===== src/rtl/seq_det_word_ctrl.sv =====
// Word-level controller for an external 1010 Moore detector (optional SEQ_DET_LSB_FIRST_EN: LSB-first shift).
// Latency: result valid WIDTH+3 cycles after the input handshake.
// Backpressure: in_ready only in IDLE; result held stable in REPORT until out_ready.
module seq_det_word_ctrl #(
  parameter int WIDTH = 8,
  parameter int CNT_W = 4,
  localparam int POS_W = $clog2(WIDTH)
) (
  input  logic             clk,
  input  logic             reset,
  input  logic             in_valid,
  output logic             in_ready,
  input  logic [WIDTH-1:0] in_data,
  output logic             det_rst_n,
  output logic             det_bit,
  input  logic             det_hit,
  output logic             out_valid,
  input  logic             out_ready,
  output logic [CNT_W-1:0] out_count,
  output logic             out_any,
  output logic [POS_W-1:0] out_first_pos,
  output logic             busy
);

  localparam logic [POS_W-1:0] LAST_IDX = POS_W'(WIDTH - 1);

  typedef enum logic [2:0] {
    IDLE,
    CLR,
    SHIFT,
    DRAIN,
    REPORT
  } state_t;

  state_t           state, state_nxt;
  logic [WIDTH-1:0] shreg;
  logic [POS_W-1:0] idx;
  logic [CNT_W-1:0] count;
  logic [POS_W-1:0] first_pos;
  logic             found;
  logic             head_bit;
  logic             hit_take;
  logic [POS_W-1:0] hit_pos;

`ifdef SEQ_DET_LSB_FIRST_EN
  assign head_bit = shreg[0];
`else
  assign head_bit = shreg[WIDTH-1];
`endif

  always_ff @(posedge clk or posedge reset) begin
    if (reset) begin
      state <= IDLE;
    end else begin
      state <= state_nxt;
    end
  end

  always_comb begin
    state_nxt = state;
    in_ready  = 1'b0;
    out_valid = 1'b0;
    det_bit   = 1'b0;
    busy      = 1'b1;
    hit_take  = 1'b0;
    hit_pos   = '0;
    case (state)
      IDLE: begin
        in_ready = 1'b1;
        busy     = 1'b0;
        if (in_valid) begin
          state_nxt = CLR;
        end
      end
      CLR: begin
        state_nxt = SHIFT;
      end
      SHIFT: begin
        det_bit = head_bit;
        // Moore output lags one cycle: a hit now belongs to the previous bit.
        hit_take = det_hit && (idx != '0);
        hit_pos  = idx - POS_W'(1);
        if (idx == LAST_IDX) begin
          state_nxt = DRAIN;
        end
      end
      DRAIN: begin
        hit_take  = det_hit;
        hit_pos   = LAST_IDX;
        state_nxt = REPORT;
      end
      REPORT: begin
        out_valid = 1'b1;
        if (out_ready) begin
          state_nxt = IDLE;
        end
      end
      default: begin
        state_nxt = IDLE;
      end
    endcase
  end

  always_ff @(posedge clk or posedge reset) begin
    if (reset) begin
      shreg     <= '0;
      idx       <= '0;
      count     <= '0;
      first_pos <= '0;
      found     <= 1'b0;
    end else begin
      case (state)
        IDLE: begin
          if (in_valid) begin
            shreg     <= in_data;
            idx       <= '0;
            count     <= '0;
            first_pos <= '0;
            found     <= 1'b0;
          end
        end
        SHIFT: begin
`ifdef SEQ_DET_LSB_FIRST_EN
          shreg <= shreg >> 1;
`else
          shreg <= shreg << 1;
`endif
          if (idx != LAST_IDX) begin
            idx <= idx + POS_W'(1);
          end
        end
        default: begin
        end
      endcase

      if (hit_take) begin
        if (count != '1) begin
          count <= count + CNT_W'(1);
        end
        if (!found) begin
          found     <= 1'b1;
          first_pos <= hit_pos;
        end
      end
    end
  end

  // Detector is held in reset by the controller reset as well as the CLR cycle.
  assign det_rst_n     = !reset && (state != CLR);
  assign out_count     = count;
  assign out_any       = |count;
  assign out_first_pos = first_pos;

endmodule


===== config.mk =====
export PLATFORM = sky130hd
export DESIGN_NAME = seq_det_word_ctrl
export DESIGN_NICKNAME = d
export VERILOG_FILES = /design/src/rtl/seq_det_word_ctrl.sv
export SDC_FILE = /design/constraint.sdc
export NUM_CORES = 1
export LEC_CHECK = 0
export ABC_AREA = 1
export BUFFER_PORTS_ARGS = -buffer_cell sky130_fd_sc_hd__buf_4
export CORE_ASPECT_RATIO = 1.1
export CORE_MARGIN = 3
export CORE_UTILIZATION = 48
export CTS_CLUSTER_DIAMETER = 30
export DETAILED_ROUTE_END_ITERATION = 10
export PLACE_DENSITY = 0.71
export SLEW_MARGIN = 5
export SYNTH_ARGS = -nofsm -noshare
export SYNTH_HDL_FRONTEND = slang
export SYNTH_SLANG_ARGS = --single-unit
export TNS_END_PERCENT = 50

===== constraint.sdc =====
create_clock -name clk -period 3.5 [get_ports clk]
set_clock_uncertainty 0.05 [all_clocks]
set_input_delay 0.7 -clock clk [delete_from_list [all_inputs] [get_ports clk]]
set_output_delay 0.7 -clock clk [all_outputs]
set_load 0.1 [all_outputs]

After elaboration in Yosys (flattened, before gate mapping):

Index checks and enable logic that the tools add are counted.

* reduce and logical (&&, ||, !) cells: 10
* add/subtract/negate cells: 3
* multiplexer cells: 27
* eq/ne operators: 12

Operator list (number)
* 3-bit two-way mux: 9
* 4-bit two-way mux: 4
* 8-bit one-hot mux with 2 select lines: 1
* 3-bit one-hot mux with 5 select lines: 1
* 3-bit one-hot mux with 2 select lines: 2
* 1-bit two-way mux: 8
* 8-bit two-way mux: 1
* 2-bit != test, second input constant: 4
* 3-bit by 2-bit equality test with 1-bit output, second input constant: 2
* 3-bit equality test, second input constant: 2
* 3-bit AND reduction: 2
* 4-bit by 1-bit adder with 4-bit output, second input constant: 1
* 4-bit != test, second input constant: 1
* 4-bit OR reduction: 1
* 3-bit by 1-bit adder with 3-bit output, second input constant: 1
* 3-bit by 1-bit equality test with 1-bit output, second input constant: 1
* 3-bit logical NOT: 1
* 3-bit by 1-bit != test with 1-bit output, second input constant: 1
* 3-bit != test, second input constant: 1
* 3-bit nonzero test: 1
* 3-bit by 1-bit subtractor with 3-bit output, second input constant: 1
* 1-bit logical AND: 2
* 1-bit one-hot mux with 2 select lines: 1
* 2-bit AND reduction: 1
* other kinds (2): 2

* output and inout port bits: 13
* flip-flop bits (word level): 22
* bits of input ports: 13

Logic depth before layout (Yosys ltp):

Gate-level depths: netlist of run 1.

* depth after elaboration: 4
* gate-level depth with buffers: 8
* mapped depth without buffers: 7

Worst setup path after synthesis of run 1:

Ideal clock, no wire load.

* path kind: flip-flop to output port
* from: register state[0]
* to: output port out_valid
* slack: 0.178 ns
* data arrival time: 2.572 ns
* cell stages (with the launch flop): 3
* path through: dfrtp_1 -> buf_6 -> nor3_1

* longest elaborated chain between the ends: 2

Ends and longest elaborated chain
* start: declaration: RTL line 35 `state_t state, state_nxt;`
* start signal: assignment: RTL line 55 `state <= state_nxt;`
* 3-bit equality test: RTL line 67 `case (state)`
* 1-bit two-way mux: RTL line 67
* end: declaration: RTL line 17 `output logic out_valid,`

No other way between the ends.

Final worst setup path of run 1:

* from: register state[0]
* to: output port det_bit

* longest elaborated chain between the ends: 2

Ends and longest elaborated chain
* 3-bit by 2-bit equality test with 1-bit output: RTL line 67
* 1-bit two-way mux: RTL line 67
* end: declaration: RTL line 15 `output logic det_bit,`

No other way between the ends.

==> results of run 1 <==
per-stage QoR:
stage,hold WS [ns],cell area [µm²],util (%),instances,setup WS (ns)
final,0.438,1480,62.7,213,1.21
after global routing,0.452,1480,62.7,213,1.09
after CTS,0.451,1480,62.7,213,1.21
after detailed placement,0.430,1460,61.7,210,1.45
after global placement,0.423,1460,61.7,210,1.46
after floorplan,0.399,1250,-,156,0.178
worst reg2reg max path: stages, from the launching register on:
cell	delay [ns]
dfrtp_1	0.55
nor2_4	0.19
nand2_2	0.10
nor2_4	0.27
nor2_1	0.08
nand2_1	0.06
nand2_1	0.05
routing by layer:
layer / part of all wire (%) / vias to the layer above / wire (µm)
met5: 0 / - / 0
met4: 1.5 / 0 / 40
met3: 4.8 / 4 / 126
met2: 48 / 29 / 1260
met1: 45 / 477 / 1180
li1: - / 551 / -
worst max-delay path by stage:
| stage | startpoint | endpoint | slack (ns) | cells past startpoint |
|---|---|---|---|---|
| 2_1_floorplan | state[0] | out_valid | 0.18 | 2 |
| 3_3_place_gp | reset | det_rst_n | 1.46 | 5 |
| 3_5_place_dp | reset | det_rst_n | 1.45 | 5 |
| 4_1_cts | state[0] | det_bit | 1.21 | 4 |
| 5_1_grt | state[0] | det_bit | 1.09 | 4 |
| 6_report | state[0] | det_bit | 1.21 | 4 |
cell families (layout without fill, tap and decap cells):
kind of cell / count (synthesis) / after routing / share of synthesized area (%)
flops: 22 / 22 / 44.0
simple gates: 97 / 97 / 38.1
compound gates: 6 / 6 / 2.70
xor+xnor: 1 / 1 / 0.701
buf+inv: 24 / 51 / 8.41
fa+ha+maj: 6 / 6 / 6.01
sequential cells by signal, indices dropped and copies added (netlist names):
signal and flops:
idx 3, shreg 8, found 1, state 3, out_count 4, out_first_pos 3
layout make-up:
| class | count | area, µm² |
|---|---|---|
| Inverter | 22 | 82.6 |
| Fill cell | 226 | 882 |
| Multi-Input combinational cell | 110 | 594 |
| Clock buffer | 3 | 22.5 |
| Timing Repair Buffer | 26 | 195 |
| Tap cell | 30 | 37.5 |
| Sequential cell | 22 | 551 |
synthesized netlist by cell type:
cell / count
a21oi_2: 1
nand3_1: 26
nand3_2: 1
nor3_1: 1
nor2_4: 3
nand2_1: 52
nand2_4: 1
ha_1: 6
o21ai_0: 2
a21oi_1: 1
xor2_1: 1
nor2_8: 1
inv_1: 17
clkinv_1: 1
buf_6: 2
nor2_1: 6
nand4_1: 2
nand2_2: 3
o21ai_1: 2
inv_2: 4
nand3_4: 1
dfrtp_1: 22
==> flow_summary.yaml, run 1 <==
synthesis:
  synth_warnings: 0
  syn_area_um2: 1250
  syn_inst: 156
  synthTopCellsByArea: "dfrtp_1 (44%), nand2_1 (16%), nand3_1 (10%), ha_1 (6.0%), inv_1 (5.1%)"
  seq_area_frac_synth_pct: 44.0
  ys_ff_latch: 22
  syn_area_per_cell_um2: 8.01
  synth_top_area_share_pct: 44.0
  synth_area_leader_cell: "dfrtp_1"
  ys_types: 22
  synth_nets: 175
job:
  cap_violations: 0
sta:
  drv_slew: 0
  min_period_ns: 2.29
  relSlewSlack_pct: 64.1
  finalHoldViolCount: 0
  fmax_mhz: 436
  final.setup.tns_ns: 0
  setup_viol: 0
  worst_pin_slew_ns: 0.536
  finalCritPeriodShare_pct: 65.5
  rsz0062_at_grt: "false"
global_routing:
  met3_usage_pct: 3.02
  antenna_found_initial: 0
  grt_pass1_wl_um: 4430
  grt_max_degree: 23
  grtUsageMet2_pct: 30.1
  grt_pass1_vias: 1023
  grt_use_total_pct: 18.8
  grt-ovfl-total: 0
  grt_util_met1_pct: 24.5
  grt.busiest_layer: "met2"
critical_path:
  timing.rr.start: "state[0]"
  r2r_setup_slack_ns: 2.04
  r2r_end: "out_first_pos[0]"
  start_kind: "flop"
  worst-path-max-fanout: 8
  reg2reg_depth: 6
  crit_family: "flip-flops"
  endpoint_kind: "output port"
  path_class: "flop to output port"
  max_stage_delay_ns: 0.55
  cp_cell_sequence: "nor2_4 > nand2_1 > nor2_1 > buf_4"
  slowest_stage: "dfrtp_1"
  arrival_ns: 1.54
  cp_num_buf_inv: 1
  required_ns: 2.75
routing:
  drc: 0
  wl_um: 2620
  drt_iter0_drc: 28
  via_per_inst: 4.98
  antenna_left: 0
  wl_per_cell_um: 12.3
  via_count: 1061
  firstDrtPassIters: 5
cells_and_area:
  drive_gt1_share_pct: 24.0
  n_antenna_cell: 0
  final_cell_mix: "nand2_1 (52), nand3_1 (26), buf_4 (26)"
  syn2layout_area_growth_pct: 18.6
  layout.nets: 204
  final_common_cell: "nand2_1"
clock_tree:
  cts_setup_buffers: 0
  clkLatencyLatePin_ns: 0.30
  clkSinkCount: 22
  tritoncts: "done"
  ctsHtreeMaxLevel: 1
  clock_path_buffers: 2
  cts_inserted_buffers: 3
  ctsRootBufferMaster: "clkbuf_4"
  cts_hold_buffers: 0
  clk_pin_slew_ns: 0.12
  cts_resized: 0
outcome:
  status: "finished, final reports clean"
die:
  die_h_um: 59.5
  coreArea_um2: 2360
  dieArea_um2: 3250
  ioPinCount: 26
  initial_core_util_pct: 52.9
  fp-row-count: 18
  die_w_um: 54.7
place:
  gp_congestion: 0.763
  dp_hpwl_um: 2030
  port_buffers: 25
hold_path:
  hold_path.class: "primary input to async pin"
Power of run 1 is left out: the tool's default activity adds up to more than one toggle a clock period on the data nets, which glitch-free logic cannot reach.
==> run 2, diff against run 1 <==
--- a/config.mk
+++ b/config.mk
@@ -5,14 +5,14 @@
 export SDC_FILE = /design/constraint.sdc
 export NUM_CORES = 1
 export LEC_CHECK = 0
-export ABC_AREA = 1
+export ABC_AREA = 0
 export BUFFER_PORTS_ARGS = -buffer_cell sky130_fd_sc_hd__buf_4
 export CORE_ASPECT_RATIO = 1.1
 export CORE_MARGIN = 3
 export CORE_UTILIZATION = 48
 export CTS_CLUSTER_DIAMETER = 30
 export DETAILED_ROUTE_END_ITERATION = 10
-export PLACE_DENSITY = 0.71
+export PLACE_DENSITY = 0.74
 export SLEW_MARGIN = 5
 export SYNTH_ARGS = -nofsm -noshare
 export SYNTH_HDL_FRONTEND = slang
==> constraint.sdc (replaced) <==
create_clock -name clk -period 2 [get_ports clk]
set_clock_uncertainty 0.05 [all_clocks]
set_input_delay 0.4 -clock clk [delete_from_list [all_inputs] [get_ports clk]]
set_output_delay 0.4 -clock clk [all_outputs]
set_load 0.1 [all_outputs]
==> run 2 against run 1 <==
Highest routed layer unchanged. Synthesized area decreased by 0.80%. Via count decreased by 14%. Core utilization increased by 4.2 points. Final area up 5.7%. Cell count is 21% lower. Clock-buffer cell count up 1. Synthesized cell count down 31%. Critical path depth is 1 lower. Flip-flop and latch count did not move. Sequential share of layout area shrank 1.6 points. Hold slack lost 0.19 ns. Setup slack got worse by 1.2 ns.
==> flow_summary.yaml, run 2 <==
synthesis:
  async_flop_share_pct: 100
  synthTopCellsByArea: "dfrtp_1 (44%), ha_1 (6.1%), a22o_1 (5.7%), mux2i_1 (4.8%), a21o_1 (4.8%)"
  ys_types: 35
  syn_area_per_cell_um2: 11.5
  ys.flop_type: "dfrtp_1"
  synth_top_area_share_pct: 44.4
  synth_warnings: 0
  synthSimpleGateAreaFrac_pct: 20.3
  ys_ff_latch: 22
  synth_edf_count: 0
  syn_inst: 108
  synth_top_family_by_area: "simple AND/OR/NAND/NOR gates"
  syn_area_um2: 1240
  synth_fa_ha_area_share_pct: 6.05
  synth_area_leader_cell: "dfrtp_1"
  synth-compound-area-share_pct: 15.2
  synth_most_common_cell: "dfrtp_1"
  synth_mux_area_share_pct: 6.96
  synth_nets: 127
  synth_xor_xnor_area_share_pct: 1.41
  seq_area_frac_synth_pct: 44.4
  synthTopCellsByCount: "dfrtp_1 (22), a21o_1 (8), a22o_1 (8), inv_1 (8), nand2_1 (8)"
global_routing:
  grt-ovfl-total: 0
  grt_pass1_wl_um: 3830
  antenna_found_initial: 0
  grt_pass1_vias: 836
  grt_use_total_pct: 16.0
  grt_max_degree: 13
critical_path:
  worst-path-stages: 3
  start_kind: "flop"
  reg2reg_depth: 5
  arrival_ns: 1.50
  crit_family: "flip-flops"
  timing.rr.start: "idx[0]"
  endpoint_kind: "output port"
  worst-path-max-fanout: 8
  slowest_stage: "dfrtp_2"
  r2r_setup_slack_ns: 0.27
  r2r_end: "out_count[1]"
  path_class: "flop to output port"
  cp_cell_sequence: "or3_4 > clkinvlp_4 > buf_12"
  max_stage_delay_ns: 0.50
  cp_num_buf_inv: 2
  required_ns: 1.55
die:
  ioPinCount: 26
  dieArea_um2: 3230
  coreArea_um2: 2340
  die_h_um: 59.3
  fp-row-count: 18
  initial_core_util_pct: 52.9
  die_w_um: 54.5
routing:
  drt_iter0_drc: 17
  via_count: 916
  via_per_inst: 5.42
  wl_per_cell_um: 14.0
  drc: 0
  wl_um: 2370
  antenna_left: 0
  firstDrtPassIters: 4
sta:
  holdWs_ns: 0.250
  final.setup.tns_ns: 0
  relSlewSlack_pct: 73.8
  finalCritPeriodShare_pct: 97.3
  worst_pin_slew_ns: 0.392
  fmax_mhz: 514
  finalHoldViolCount: 0
  setup_viol: 0
  min_period_ns: 1.95
  drv_slew: 0
clock_tree:
  clkLatencyLatePin_ns: 0.30
  clock_path_buffers: 2
  ctsRootBufferMaster: "clkbuf_4"
  cts_inserted_buffers: 3
  clkSinkCount: 22
  cts_setup_buffers: 0
  tritoncts: "done"
  ctsHtreeMaxLevel: 1
  clk_pin_slew_ns: 0.12
cells_and_area:
  final_common_cell: "buf_4"
  final_cells: 169
  n_antenna_cell: 0
  postLayoutCoreUtil_pct: 66.9
  drive_gt1_share_pct: 41.0
  largest_reg_flops: 8
  syn2layout_area_growth_pct: 26.3
  final_cell_mix: "buf_4 (28), dfrtp_1 (17), nand2_1 (8), a22o_1 (8), a21o_1 (8)"
  fillCellCount: 188
  regMostFlops: "shreg"
  layout.nets: 159
place:
  port_buffers: 25
  dp_hpwl_um: 1840
  dp.cells: 164
  gp_congestion: 0.793
job:
  cap_violations: 0
hold_path:
  min_from: "in_data[0]"
  whs_path_depth: 3
  worst_hold_path.endpoint: "shreg[0]"
  hold_path.class: "primary input to flop"
outcome:
  status: "finished, final reports clean"
[run 2: logic make-up (layout without fill, tap and decap cells)]
| logic type | count (synthesis) | in the layout |
|---|---|---|
| AO/OA/AOI/OAI | 23 | 23 |
| buffers and inverters | 13 | 44 |
| flip-flops | 22 | 22 |
| XOR/XNOR | 2 | 2 |
| adder cells (fa/ha/maj) | 6 | 6 |
| multiplexers | 8 | 8 |
| AND/OR/NAND/NOR | 34 | 34 |
[run 2: layer usage]
layer	track usage, %	up-vias	part of all wire, %	routed length (µm)
li1	-	450	-	-
met1	22.7	444	45	1080
met2	25.3	20	50	1190
met3	2.27	2	3.8	90
met4	4.27	0	0.51	12
met5	0	-	0	0
[run 2: timing repair]
item / in CTS / in global routing
setup endpoints to repair: 4 / 4
hold buffers: 1 / 0
hold endpoints to repair: 5 / 0
gates resized for setup: 4 / 4
[run 2: area by class of cell]
cell class	count	area (µm²)	area share [%]
Inverter	8	33.8	2.16
Multi-Input combinational cell	73	639	40.8
Clock buffer	4	36.3	2.32
Sequential cell	22	557	35.5
Timing Repair Buffer	32	263	16.8
Tap cell	30	37.5	2.40
[run 2: per-stage QoR]
stage | area, µm² | setup slack (ns)
CTS | 1550 | 0.00491
global placement | 1500 | 0.300
floorplan | 1270 | -0.220
finish | 1570 | 0.0536
global route | 1570 | -0.00202
detailed placement | 1500 | 0.281
[run 2: worst reg2reg max path, delay by kind of cell, from the launching register on]
kind                     cells  cell delay, ns
AO/OA/AOI/OAI                1            0.33
multiplexers                 1            0.37
flip-flops                   1            0.41
buffers and inverters        1            0.09
AND/OR/NAND/NOR              1            0.19
adder cells (fa/ha/maj)      1            0.19
[run 2: worst max-delay path by stage]
stage | from | endpoint | slack [ns]
final | state[1] | in_ready | 0.05
after floorplan | out_count[2] | out_any | -0.22
after global routing | state[1] | in_ready | -0.002
after CTS | state[0] | in_ready | 0.005
after detailed placement | state[2] | in_ready | 0.28
after global placement | state[0] | idx[0] | 0.30
Power of run 2 is left out for the same reason.
